--- src/rtl/stage1_fetch.sv ---
// stage1_fetch: pipeline stage 1 (program counter and instruction fetch).
// Issues reads to a synchronous instruction memory with 1-cycle latency and
// streams {pc, instruction} to decode over AXIS through a 2-entry buffer.
// A memory read is only issued when the buffer has room for its result.
// A redirect from execute flushes the buffer, drops the read in flight and
// fetches the new target in the same cycle.
// Optional feature: define FETCH_PERF_COUNTERS_EN to add the perf_fetched and
// perf_stalled counters. They saturate at their maximum value.
module stage1_fetch #(
  parameter int                 WIDTH           = 32,
  parameter logic [WIDTH-1:0]   RESET_VECTOR    = 32'h0,
  parameter int                 IMEM_ADDR_WIDTH = 10
) (
  input  logic                       clk,
  input  logic                       rst,
  input  logic                       redirect_valid,
  input  logic [WIDTH-1:0]           redirect_pc,
  output logic                       imem_enable,
  output logic [IMEM_ADDR_WIDTH-1:0] imem_address,
  input  logic [WIDTH-1:0]           imem_data,
  output logic                       m_tvalid,
  input  logic                       m_tready,
  output logic [WIDTH-1:0]           m_tdata_pc,
  output logic [WIDTH-1:0]           m_tdata_instr
`ifdef FETCH_PERF_COUNTERS_EN
  ,
  output logic [31:0]                perf_fetched,
  output logic [31:0]                perf_stalled
`endif
);

  localparam logic [WIDTH-1:0] PC_STEP = WIDTH'(4);

  logic [WIDTH-1:0] pc_q, pc_d;
  logic             req_q, req_d;
  logic [WIDTH-1:0] req_pc_q, req_pc_d;

  logic [WIDTH-1:0] fifo_pc_q    [2];
  logic [WIDTH-1:0] fifo_instr_q [2];
  logic             rd_ptr_q, rd_ptr_d;
  logic             wr_ptr_q, wr_ptr_d;
  logic [1:0]       count_q, count_d;

  logic [WIDTH-1:0] redirect_aligned;
  logic [WIDTH-1:0] fetch_pc;
  logic [2:0]       occupancy;
  logic             pop;
  logic             push;
  logic             issue;
  logic             unused_bits;

  // Datapath and handshake decode: a redirect overrides everything this cycle.
  always_comb begin
    redirect_aligned = {redirect_pc[WIDTH-1:2], 2'b00};
    fetch_pc         = redirect_valid ? redirect_aligned : pc_q;
    m_tvalid         = (count_q != 2'd0) && !redirect_valid;
    pop              = m_tvalid && m_tready;
    push             = req_q && !redirect_valid;
    // Words already owned (buffered or in flight) after this cycle's pop.
    occupancy        = {1'b0, count_q} + {2'b00, req_q} - {2'b00, pop};
    issue            = !rst && ((occupancy < 3'd2) || redirect_valid);
    imem_enable      = issue;
    imem_address     = fetch_pc[IMEM_ADDR_WIDTH+1:2];
    m_tdata_pc       = fifo_pc_q[rd_ptr_q];
    m_tdata_instr    = fifo_instr_q[rd_ptr_q];
  end

  assign unused_bits = ^redirect_pc[1:0];

  // Next-state for fetch PC, in-flight tracking and buffer pointers.
  always_comb begin
    pc_d     = pc_q;
    req_d    = 1'b0;
    req_pc_d = req_pc_q;
    rd_ptr_d = rd_ptr_q;
    wr_ptr_d = wr_ptr_q;
    count_d  = count_q;
    if (issue) begin
      req_d    = 1'b1;
      req_pc_d = fetch_pc;
      pc_d     = fetch_pc + PC_STEP;
    end
    if (redirect_valid) begin
      rd_ptr_d = 1'b0;
      wr_ptr_d = 1'b0;
      count_d  = 2'd0;
    end else begin
      if (push) wr_ptr_d = ~wr_ptr_q;
      if (pop)  rd_ptr_d = ~rd_ptr_q;
      count_d = count_q + {1'b0, push} - {1'b0, pop};
    end
  end

  // Control state registers.
  always_ff @(posedge clk or posedge rst) begin
    if (rst) begin
      pc_q     <= RESET_VECTOR;
      req_q    <= 1'b0;
      req_pc_q <= '0;
      rd_ptr_q <= 1'b0;
      wr_ptr_q <= 1'b0;
      count_q  <= 2'd0;
    end else begin
      pc_q     <= pc_d;
      req_q    <= req_d;
      req_pc_q <= req_pc_d;
      rd_ptr_q <= rd_ptr_d;
      wr_ptr_q <= wr_ptr_d;
      count_q  <= count_d;
    end
  end

  // Output buffer storage: captures the landing word next to the PC it was read from.
  always_ff @(posedge clk or posedge rst) begin
    if (rst) begin
      for (int i = 0; i < 2; i++) begin
        fifo_pc_q[i]    <= '0;
        fifo_instr_q[i] <= '0;
      end
    end else if (push) begin
      fifo_pc_q[wr_ptr_q]    <= req_pc_q;
      fifo_instr_q[wr_ptr_q] <= imem_data;
    end
  end

`ifdef FETCH_PERF_COUNTERS_EN
  logic [31:0] perf_fetched_q;
  logic [31:0] perf_stalled_q;

  // Saturating counters for delivered words and backpressure cycles.
  always_ff @(posedge clk or posedge rst) begin
    if (rst) begin
      perf_fetched_q <= '0;
      perf_stalled_q <= '0;
    end else begin
      if (pop && (perf_fetched_q != 32'hFFFF_FFFF))
        perf_fetched_q <= perf_fetched_q + 32'd1;
      if (m_tvalid && !m_tready && (perf_stalled_q != 32'hFFFF_FFFF))
        perf_stalled_q <= perf_stalled_q + 32'd1;
    end
  end

  assign perf_fetched = perf_fetched_q;
  assign perf_stalled = perf_stalled_q;
`endif

endmodule

--- config.mk ---
export PLATFORM = sky130hd
export DESIGN_NAME = stage1_fetch
export DESIGN_NICKNAME = d
export VERILOG_FILES = /design/src/rtl/stage1_fetch.sv
export SDC_FILE = /design/constraint.sdc
export NUM_CORES = 1
export LEC_CHECK = 0
export ABC_AREA = 1
export CORE_MARGIN = 2
export CORE_UTILIZATION = 50
export CTS_BUF_LIST = sky130_fd_sc_hd__clkbuf_16
export CTS_CLUSTER_SIZE = 40
export DETAILED_ROUTE_END_ITERATION = 16
export DONT_BUFFER_PORTS = 1
export PLACE_DENSITY = 0.72
export SYNTH_ARGS = -nofsm -noshare
export SYNTH_HDL_FRONTEND = slang
export SYNTH_SLANG_ARGS = --single-unit
--- constraint.sdc ---
create_clock -name clk -period 20.8 [get_ports clk]
set_input_delay 3.12 -clock clk [delete_from_list [all_inputs] [get_ports clk]]
set_output_delay 3.12 -clock clk [all_outputs]
set_load 0.01 [all_outputs]
# --- After elaboration in Yosys (flattened, before gate mapping) ---
# Index checks and enable logic that the tools add are counted.
word_totals:
  register_bits: 197
  in_bits: 68
  out_inout_bits: 76
  elab_cells: 51
op_classes:
  add_sub_neg: 5
  n_lt_le_gt_ge: 4
  n_mux: 17
  bitwise_logic: 4
  reduce_logical: 11
op_table:
  columns: ["operator", "n"]
  rows:
  - ["32-bit two-way mux", 8]
  - ["64-bit bitwise mux", 2]
  - ["32-bit by 3-bit adder with 32-bit output (second input constant)", 1]
  - ["32-bit demux with 1-bit select", 1]
  - ["2-bit nonzero test", 3]
  - ["1-bit logical AND", 5]
  - ["1-bit two-way mux", 5]
  - ["2-bit greater-or-equal comparator (second input constant)", 2]
  - ["1-bit inverter with 2-bit output", 2]
  - ["2-bit by 1-bit adder with 3-bit output", 1]
  - ["3-bit by 2-bit < comparator with 1-bit output (second input constant)", 1]
  - ["3-bit by 1-bit subtractor with 3-bit output", 1]
  - ["2-bit by 1-bit adder with 2-bit output", 1]
  - ["1-bit logical NOT", 2]
  - ["2-bit by 1-bit < comparator with 1-bit output (second input constant)", 1]
  - ["2-bit two-way mux", 1]
  - ["1-bit inverter", 2]
  - ["2-bit by 1-bit subtractor with 2-bit output", 1]
  - ["1-bit logical OR", 1]

# --- Depth between registers and ports, before layout ---
# Gate-level depths: netlist of run 1.
depth:
  ltp_word: 8
  ltp_mapped: 19
  depth_no_buf: 16

# --- Worst setup path before layout of run 1 ---
# OpenSTA, ideal clock, no wires.
synth_path:
  kind: "in2out"
  start: "input rst"
  end: "output imem_enable"
  arrival_time_ns: 8.018
  required_ns: 17.680
  setup_slack_ns: 9.662
  cell_stages: 4
  n_path_buf: 1
  path_cell_list: "inv_1 -> nand2_2 -> inv_2 -> buf_2"
synth_between:
  elab_chain_cells: 2
synth_lines:
  columns: ["item", "line", "source"]
  rows:
  - ["start, declared", "15", "input logic rst,"]
  - ["1-bit logical NOT (no line)", null, null]
  - ["1-bit logical AND", "61", "issue = !rst && ((occupancy < 3'd2) || redirect_valid);"]
  - ["end, declared", "18", "output logic imem_enable,"]
# Every way passes these cells.

# --- Final worst setup path of run 1 ---
layout_path:
  start: "input redirect_valid"
  end: "output imem_enable"
layout_between:
  elab_chain_cells: 7
layout_lines:
  columns: ["item", "line", "source"]
  rows:
  - ["start, declared", "16", "input logic redirect_valid,"]
  - ["1-bit logical NOT", "56", "m_tvalid = (count_q != 2'd0) && !redirect_valid;"]
  - ["1-bit logical AND", "56", null]
  - ["1-bit logical AND", "57", "pop = m_tvalid && m_tready;"]
  - ["3-bit by 1-bit subtractor with 3-bit output", "60", "occupancy = {1'b0, count_q} + {2'b00, req_q} - {2'b00, pop};"]
  - ["3-bit by 2-bit < comparator with 1-bit output", "61", null]
  - ["1-bit logical OR *", "61", null]
  - ["1-bit logical AND *", "61", null]
# Every way passes the cells marked *; elsewhere a longest branch is shown, timed or not.

==> metrics.txt, run 1 <==
Die Area=19300 µm²; Critical Path End Type=output port; cells along the critical path=nor2_1 > nand2_1 > inv_1 > ha_1 > inv_1 > nand2_1 > fa_1 > xnor2_1 > nand2_1 > nand2_1 > nand2_2 > buf_4 > inv_2; part of the cycle the worst path needs=0.430; initial antenna violation count=1; Layout Area Growth over Synthesis=5.85%; drt pass-1 iters=5; Sw Pwr=522 µW; Compound-Gate Fraction of Synth Area=0.101; switching share of power=0.375; final hold violations=0; Via density=5.16; cell count after synthesis=1053; clk sink count=189; post-synthesis adder-cell area fraction=0.00768; Max Cap Viol=0; WHS Endpoint=fifo_pc_q[3]; RSZ-0062 raised after global routing=false; Bufs and invs on worst path=4; Yosys top cell area share=0.519; Core Area=17900 µm²; register area share after synthesis=0.519; Ys Warns=0; Tot GR Track Use=0.200; Worst Skew=0.00732 ns; synth cell count leaders=nand2_1, dfrtp_1, o21ai_0, inv_1, mux2_2; share of layout cells above drive strength 1=0.149; xor/xnor share of the synthesized area=0.00672; worst hold slack=0.480 ns; Initial DRC Count=441; Clock Pin Slew Worst Setup and Hold Paths=0.07 ns; worst r2r dst=req_pc_q[11]; Least-Margin Pin Slew=1.04 ns; crit path max fanout=82; final instance area=9650 µm²; Nets=1086; Reg2Reg Setup Slack=17.07 ns; DRC violations left=0; die height=139 µm; Synth Area in Simple Gates=0.207; max incr delay on CP=0.61 ns; H-tree depth=4; clk_lat worst skew=0.42 ns; Max VDD drop=61.8 µV; Int Pwr=871 µW; launching point of the worst reg2reg path=count_q[1]; number of global-route vias before repair=6149; global-route wire length before repair=31600 µm; clock buffer depth=2; outcome=finished, final reports clean; Cells after DPL=1223; static leakage=0.00467 µW; mux contribution to synthesized area=0.0766; worst rel slew slack=0.305; Min-Delay Path Depth=2; cell taking the most area after synthesis=dfrtp_1; hold path start=fifo_pc_q[3]; critical path launch point type=primary input; initial core utilization=0.509; Main synth FF type=dfrtp_1; via count=6475; routability-driven placement congestion ratio=0.890; CTS root buf=clkbuf_16; Worst Path Required=17.68 ns; I/O Pins=144; synth top area cells=dfrtp_1, nand2_1, o21ai_0; post-route ant nets=0; worst r2r path cells=16; largest family of logic cells by synthesized area=simple AND/OR/NAND/NOR gates; Max Slew Vio Count=0; Power Dens Cells=144 nW/µm²; combinational fraction of design power=0.332; critical path's most frequent cell=nand2_1; FP Rows=49; clock network fraction of design power=0.220; FF+latch count, synth=189; CP max stage cell=buf_4; FFs w/ async S/R, synth=1.00; Worst Path Class, Setup=primary input to output port; largest net degree at the start of global routing=107; IO Port Bufs=0; count leader, synth=nand2_1; Seq pwr share=0.448; die width=139 µm; critical path arrival=5.82 ns; non-filler instance count after layout=1255; Mapped Area=9120 µm²; Post-Syn Area per Cell=8.66 µm²; DR WL/cell=15.2 µm; endpoints failing setup=0; Hold Crit Class=flip-flop to flip-flop; Final HPWL DP=12500 µm; Post-CTS Setup Repair Bufs=0; cts hold-fix bufs=0; CTS tree=done; setup total negative slack=0 ns; PostCTS Resize Cnt=0; grt ovf=0; Netlist cell types=33; EDFF count, synth=0; Crit path max-delay family=buffers and inverters; dpl cell area=9100 µm²; final wirelength=19000 µm; min Tclk post-route=8.94 ns; CTS Buf Count=17; maximum clock rate=0.112 GHz
==> flip-flops by register name, indices dropped and copies added (netlist names) <==
name and count:
fifo_instr_q 64, fifo_pc_q 60, pc_q 30, req_pc_q 30
count_q 2, rd_ptr_q 1, req_q 1, wr_ptr_q 1
==> per-stage QoR <==
stage	utilization	worst slack, ns	power (µW)
2_1_floorplan	-	9.66	994
3_3_place_gp	0.508	11.87	1080
3_5_place_dp	0.508	11.85	1090
4_1_cts	0.539	11.85	1410
5_1_grt	0.539	11.57	1500
6_report	0.539	11.86	1390
==> final cells by class <==
class                   instances  area [µm²]
repair buffers                  5        37.5
fillers                      1659        8250
diodes                          1        2.50
well taps                     229         287
clock buffers                  17         425
multi-input cells             699        3660
clock inverters                14         121
inverters                     101         389
flip-flops and latches        189        4730
==> metal layers <==
layer / part of all wire / up-vias / track usage
met4: 0.0079 / 0 / 0.0553
met1: 0.50 / 2995 / 0.306
met5: 0 / - / 0
met3: 0.056 / 13 / 0.0345
met2: 0.43 / 211 / 0.296
li1: - / 3256 / -
==> cells by family (layout without fill, tap and decap cells) <==
logic type | after synthesis | count (layout)
adders and majority gates | 5 | 5
DFF | 189 | 189
AOI/OAI and AO/OA | 180 | 180
and+or+nand+nor | 443 | 443
xor gates and xnor gates | 7 | 7
buffers and inverters | 166 | 137
other | 1 | 3
muxes | 62 | 62
==> layout by cell type, fill, tap and decap left out, types with 9 or more instances in the layout <==
| cell | n |
|---|---|
| inv_1 | 95 |
| clkbuf_16 | 17 |
| a21oi_1 | 11 |
| nand3_1 | 35 |
| nand2_1 | 319 |
| mux2_2 | 62 |
| o21ai_0 | 156 |
| nand2_2 | 26 |
| nor2_2 | 9 |
| nor2_1 | 39 |
| dfrtp_1 | 188 |
==> worst max path at each step <==
stage / from / endpoint / slack [ns] / cells past startpoint
after CTS: redirect_valid / imem_enable / 11.85 / 13
final: redirect_valid / imem_enable / 11.86 / 13
after global placement: redirect_valid / imem_enable / 11.87 / 13
after global routing: redirect_valid / imem_enable / 11.57 / 13
after floorplan: rst / imem_enable / 9.66 / 4
after detailed placement: redirect_valid / imem_enable / 11.85 / 13
==> power by group through the flow <==
stage | Sequential, µW | Clock (µW) | Combinational, µW
6_report | 624 | 306 | 462
5_1_grt | 646 | 326 | 524
4_1_cts | 624 | 314 | 468
3_5_place_dp | 630 | 0 | 464
3_3_place_gp | 622 | 0 | 455
2_1_floorplan | 601 | 0 | 393
==> worst register-to-register path, stage by stage, from the launching register on <==
cell     delay [ns]
dfrtp_1        0.45
nor2_1         0.06
nor2_1         0.25
nand2_1        0.16
inv_1          0.11
ha_1           0.22
inv_1          0.06
nand2_1        0.06
fa_1           0.39
xnor2_1        0.13
nand2_1        0.06
nand2_1        0.06
nand2_2        0.06
buf_4          0.61
inv_2          0.53
nand2_1        0.28
o21ai_0        0.11
Note: power is estimated with default switching activity, not from simulation.
==> inputs of run 2 (changes only) <==
clock period = 8.65 ns   (was 20.8 ns; I/O delays follow)
==> metrics.txt, run 2 (same netlist as run 1, synthesis figures left out) <==
clk_lat worst skew=0.43 ns (about the same); met3 usage=0.0449 (+0.0104); Max Cap Viol=0 (unchanged); Via density=5.18 (+0.45%); Core Area=17900 µm² (unchanged); die width=139 µm (unchanged); Most flops, register=fifo_instr_q; Int Pwr=2180 µW (+150%); worst r2r path cells=17 (+1); critical path launch point type=primary input; RSZ-0062 raised after global routing=false; PostCTS Resize Cnt=0 (unchanged); share of layout cells above drive strength 1=0.149 (about the same); Layout Area Growth over Synthesis=6.70%; most frequent cells in the layout=nand2_1, dfrtp_1, o21ai_0; clk sink count=189 (unchanged); grt peak-use layer=met1; drt pass-1 iters=5 (unchanged); hold path start=fifo_pc_q[3]; multi-input logic area=3660 µm² (unchanged); Largest register FFs=64 (unchanged); combinational fraction of design power=0.321 (-0.011); grt ovf=0 (unchanged); CTS tree=done; via count=6504 (+0.45%); Tot GR Track Use=0.204 (+0.00335); global-route wire length before repair=32100 µm (+1.6%); outcome=finished, final reports clean; Reg2Reg Setup Slack=4.98 ns (-12.09 ns); worst rel slew slack=0.424 (+0.119); setup total negative slack=0 ns (unchanged); switching share of power=0.364 (-0.0110); biggest regs=fifo_instr_q: 64 flops, fifo_pc_q: 60 flops; Max VDD drop=170 µV (+180%); H-tree depth=4 (unchanged); Nets=1087 (+0.092%); clock buffer depth=2 (unchanged); pre-CTS setup slack=3.37 ns (-8.49 ns); Max Slew Vio Count=0 (unchanged); Min-Delay Path Depth=2 (unchanged); slack of the critical path=3.36 ns (-8.50 ns); Final HPWL DP=12600 µm (+0.66%); final hold violations=0 (unchanged); DR WL/cell=15.1 µm (-0.15%); DRC violations left=0 (unchanged); Antenna Cells=0 (-1); Hold Crit Class=flip-flop to flip-flop; final wirelength=19000 µm (-0.15%); largest net degree at the start of global routing=98 (-8.4%); static leakage=0.00470 µW (+0.62%); die height=139 µm (unchanged); initial core utilization=0.509 (unchanged); worst r2r dst=pc_q[21]; min Tclk post-route=5.29 ns; Initial DRC Count=509 (+15%); maximum clock rate=0.189 GHz; Die Area=19300 µm² (unchanged); Power Dens Cells=352 nW/µm² (+140%); cts hold-fix bufs=0 (unchanged); met2 Resource Use GR=0.297 (+0.00181); CTS root buf=clkbuf_16; crit path max fanout=82 (unchanged); WHS Endpoint=fifo_pc_q[3]; number of global-route vias before repair=6223 (+1.2%); clock network fraction of design power=0.240 (+0.020); FP Rows=49 (unchanged); Critical Path End Type=output port; endpoints failing setup=0 (unchanged); initial antenna violation count=0 (-1); most common cell after layout, fill and taps aside=nand2_1; sequential cell area=4730 µm² (unchanged); critical path arrival=3.99 ns (-1.83 ns); # fillers=1685 (+1.6%); Worst Path Class, Setup=primary input to output port; Least-Margin Pin Slew=0.864 ns (-0.178 ns); Sw Pwr=1250 µW (+140%); Post-CTS Setup Repair Bufs=0 (unchanged); post-route ant nets=0 (unchanged); IO Port Bufs=0 (unchanged); routability-driven placement congestion ratio=0.885 (-0.51%); part of the cycle the worst path needs=0.612; met1 Track Usage GR=0.311 (+0.00502); I/O Pins=144 (unchanged); Clock Pin Slew Worst Setup and Hold Paths=0.07 ns (about the same); CTS Buf Count=17 (unchanged); Worst Path Required=7.35 ns (-10.33 ns); Worst Skew=0.0128 ns (+0.00552 ns); launching point of the worst reg2reg path=count_q[1]; Seq pwr share=0.440 (-0.008)
## run 2: cell count changes in the layout (fill, tap and decap cells not counted), sizes merged
cell and change:
clkinv -3, inv -1, bufinv +3, buf +1, clkinvlp +1, diode -1
## run 2: final cells by class
| cell class | instances | share of cell area |
|---|---|---|
| flip-flops and latches | 189 | 0.486 |
| multi-input cells | 699 | 0.376 |
| clock buffers | 17 | 0.0437 |
| inverters | 101 | 0.0400 |
| well taps | 229 | 0.0294 |
| clock inverters | 14 | 0.0199 |
| repair buffers | 6 | 0.00463 |
## run 2: how the worst max path moves through the flow
stage / start / to / slack [ns] / depth (start not counted)
global route: redirect_valid / imem_enable / 3.06 / 13
global placement: redirect_valid / imem_enable / 3.39 / 13
finish: redirect_valid / imem_enable / 3.36 / 13
detailed placement: redirect_valid / imem_enable / 3.37 / 13
floorplan: rst / imem_enable / 1.16 / 4
CTS: redirect_valid / imem_enable / 3.34 / 13
## run 2: power groups by stage
| stage | Sequential, µW | Combinational, µW | Clock (µW) |
|---|---|---|---|
| floorplan | 1450 | 945 | 0 |
| global placement | 1500 | 1090 | 0 |
| detailed placement | 1520 | 1110 | 0 |
| CTS | 1510 | 1120 | 841 |
| global route | 1560 | 1260 | 876 |
| finish | 1510 | 1100 | 821 |
## run 2: critical path, cell delays in order
cell and delay [ns]:
nor2_1 0.25, nand2_1 0.14, inv_1 0.11, ha_1 0.23
inv_1 0.06, nand2_1 0.06, fa_1 0.39, xnor2_1 0.14
nand2_1 0.06, nand2_1 0.05, nand2_2 0.06, buf_4 0.61
inv_2 0.50
## run 2: stage by stage
| stage | cells | cell area, µm² | hold slack, ns | power, µW | util |
|---|---|---|---|---|---|
| after CTS | 1255 | 9730 | 0.484 | 3470 | 0.543 |
| after global placement | 1224 | 9110 | 0.459 | 2590 | 0.509 |
| after floorplan | 1054 | 9120 | 0.444 | 2390 | - |
| final | 1255 | 9730 | 0.480 | 3430 | 0.543 |
| after detailed placement | 1224 | 9110 | 0.467 | 2630 | 0.509 |
| after global routing | 1255 | 9730 | 0.499 | 3690 | 0.543 |
## run 2: layer usage
metal,share of wire,vias up
li1,-,3262
met2,0.44,172
met5,0,-
met4,0.0084,0
met1,0.50,3057
met3,0.049,13
==> inputs of run 3 (changes only) <==
clock period = 5 ns   (was 8.65 ns; I/O delays follow)
==> metrics.txt, run 3 (same netlist as run 1, synthesis figures left out) <==
Core Area=17900 µm² (unchanged); largest net degree at the start of global routing=190 (+94%); Final HPWL DP=12700 µm (+0.78%); Tot GR Track Use=0.210 (+0.00651); CTS Buf Count=17 (unchanged); clk sink count=189 (unchanged); post-route ant nets=0 (unchanged); Via density=5.17 (-0.20%); Max Cap Viol=0 (unchanged); min Tclk post-route=3.60 ns; routability-driven placement congestion ratio=0.859 (-3.0%); cts hold-fix bufs=0 (unchanged); worst rel slew slack=0.259 (-0.165); die width=139 µm (unchanged); maximum clock rate=0.278 GHz; cells along the critical path=nor2_1 > nor2_1 > nand2_1 > inv_1 > ha_1 > inv_1 > nand2_1 > fa_1 > xnor2_1 > nand2_1 > nand2_1 > nand2_2 > inv_2; Least-Margin Pin Slew=1.11 ns (+0.247 ns); WP depth=13 (unchanged); Antenna Cells=0 (unchanged); Hold Crit Class=primary input to flip-flop; I/O Pins=144 (unchanged); most common cell after layout, fill and taps aside=nand2_1; Worst Path Class, Setup=flip-flop to output port; Post-CTS Setup Repair Bufs=0 (unchanged); clock buffer depth=2 (unchanged); via count=6496 (-0.12%); die height=139 µm (unchanged); Max Slew Vio Count=0 (unchanged); static leakage=0.00470 µW (+0.14%); dpl cell area=9120 µm² (+0.12%); Power, Total=5960 µW (+74%); Most flops, register=fifo_instr_q; most frequent cells in the layout=nand2_1, dfrtp_1, o21ai_0; Die Area=19300 µm² (unchanged); grt ovf=0 (unchanged); Power Dens Cells=611 nW/µm² (+74%); CP max stage cell=dfrtp_1; Crit path max-delay family=simple AND/OR/NAND/NOR gates; capture point of the critical path=imem_enable; Reg2Reg Setup Slack=1.79 ns (-3.19 ns); slack of the critical path=1.40 ns (-1.96 ns); share of layout cells above drive strength 1=0.152 (+0.00278); clk_lat worst skew=0.43 ns (about the same); critical path arrival=2.85 ns (-1.14 ns); RSZ-0062 raised after global routing=false; worst hold slack=0.377 ns (-0.103 ns); crit path max fanout=21 (-74%); number of global-route vias before repair=6395 (+2.8%); H-tree depth=4 (unchanged); Critical Path End Type=output port; PostCTS Resize Cnt=0 (unchanged); DRC violations left=0 (unchanged); outcome=finished, final reports clean; final instance area=9750 µm² (+0.18%); max incr delay on CP=0.46 ns (-0.15 ns); global-route wire length before repair=32900 µm (+2.7%); pre-CTS setup slack=1.54 ns (-1.82 ns); launching point of the worst reg2reg path=count_q[1]; CTS root buf=clkbuf_16; Max VDD drop=253 µV (+48%); Largest register FFs=64 (unchanged); CTS tree=done; biggest regs=fifo_instr_q: 64 flops, fifo_pc_q: 60 flops; initial antenna violation count=1 (+1); Clock Pin Slew Worst Setup and Hold Paths=0.08 ns (about the same); Worst Path Required=4.25 ns (-3.10 ns); drt pass-1 iters=4 (-1); worst r2r dst=pc_q[26]; FP Rows=49 (unchanged); initial core utilization=0.509 (unchanged); Bufs and invs on worst path=3 (-1); part of the cycle the worst path needs=0.720; final wirelength=19400 µm (+2.2%); DR WL/cell=15.5 µm (+2.2%); Crit. Startpoint=count_q[1]; setup total negative slack=0 ns (unchanged); IO Port Bufs=0 (unchanged); critical path launch point type=flip-flop; Worst Skew=0.00952 ns (-0.00332 ns); endpoints failing setup=0 (unchanged); Nets=1087 (unchanged); Initial DRC Count=352 (-31%); worst r2r path cells=16 (-1); critical path's most frequent cell=nand2_1; Layout Area Growth over Synthesis=6.89%; final hold violations=0 (unchanged)
-- run 3: cell count changes in the layout (fill, tap and decap cells not counted), sizes merged --
cell | previous run | this run
bufinv | 4 | 3
clkinv | 4 | 3
inv | 104 | 107
-- run 3: worst min-delay path by stage --
stage,startpoint,end,slack (ns),depth (start not counted)
finish,redirect_valid,count_q[0],0.38,1
floorplan,pc_q[31],pc_q[31],0.44,2
detailed placement,pc_q[29],pc_q[29],0.47,2
global placement,pc_q[31],pc_q[31],0.46,2
CTS,redirect_valid,count_q[0],0.36,1
global route,redirect_valid,count_q[0],0.36,1
-- run 3: worst reg2reg max path: stages, from the launching register on --
cell	delay, ns
dfrtp_1	0.46
nor2_1	0.06
nor2_1	0.24
nand2_1	0.14
inv_1	0.10
ha_1	0.23
inv_1	0.05
nand2_1	0.06
fa_1	0.39
xnor2_1	0.13
nand2_1	0.06
nand2_1	0.06
nand2_2	0.09
buf_4	0.59
nor2_1	0.22
nand3_1	0.13
nand3_1	0.09
-- run 3: layer usage --
layer	global-route usage	vias up	share of wire
met5	0	-	0.00067
met3	0.0366	21	0.047
met4	0.0627	2	0.015
li1	-	3258	-
met2	0.314	175	0.44
met1	0.316	3040	0.50
-- run 3: layout make-up --
type                    instances  area (µm²)
fillers                      1695        8160
flip-flops and latches        189        4730
multi-input cells             699        3660
clock buffers                  17         425
inverters                     101         388
well taps                     229         287
clock inverters                15         200
repair buffers                  6        57.6
-- run 3: metrics by stage --
| step | utilization | cells |
|---|---|---|
| 4_1_cts | 0.544 | 1256 |
| 2_1_floorplan | - | 1054 |
| 6_report | 0.544 | 1256 |
| 3_3_place_gp | 0.510 | 1224 |
| 3_5_place_dp | 0.510 | 1224 |
| 5_1_grt | 0.544 | 1256 |
-- run 3: power breakdown --
group | internal, µW | total [µW] | switching, µW
Combinational | 711 | 1910 | 1200
Sequential | 2230 | 2620 | 391
Clock | 807 | 1430 | 624
Total | 3750 | 5960 | 2210
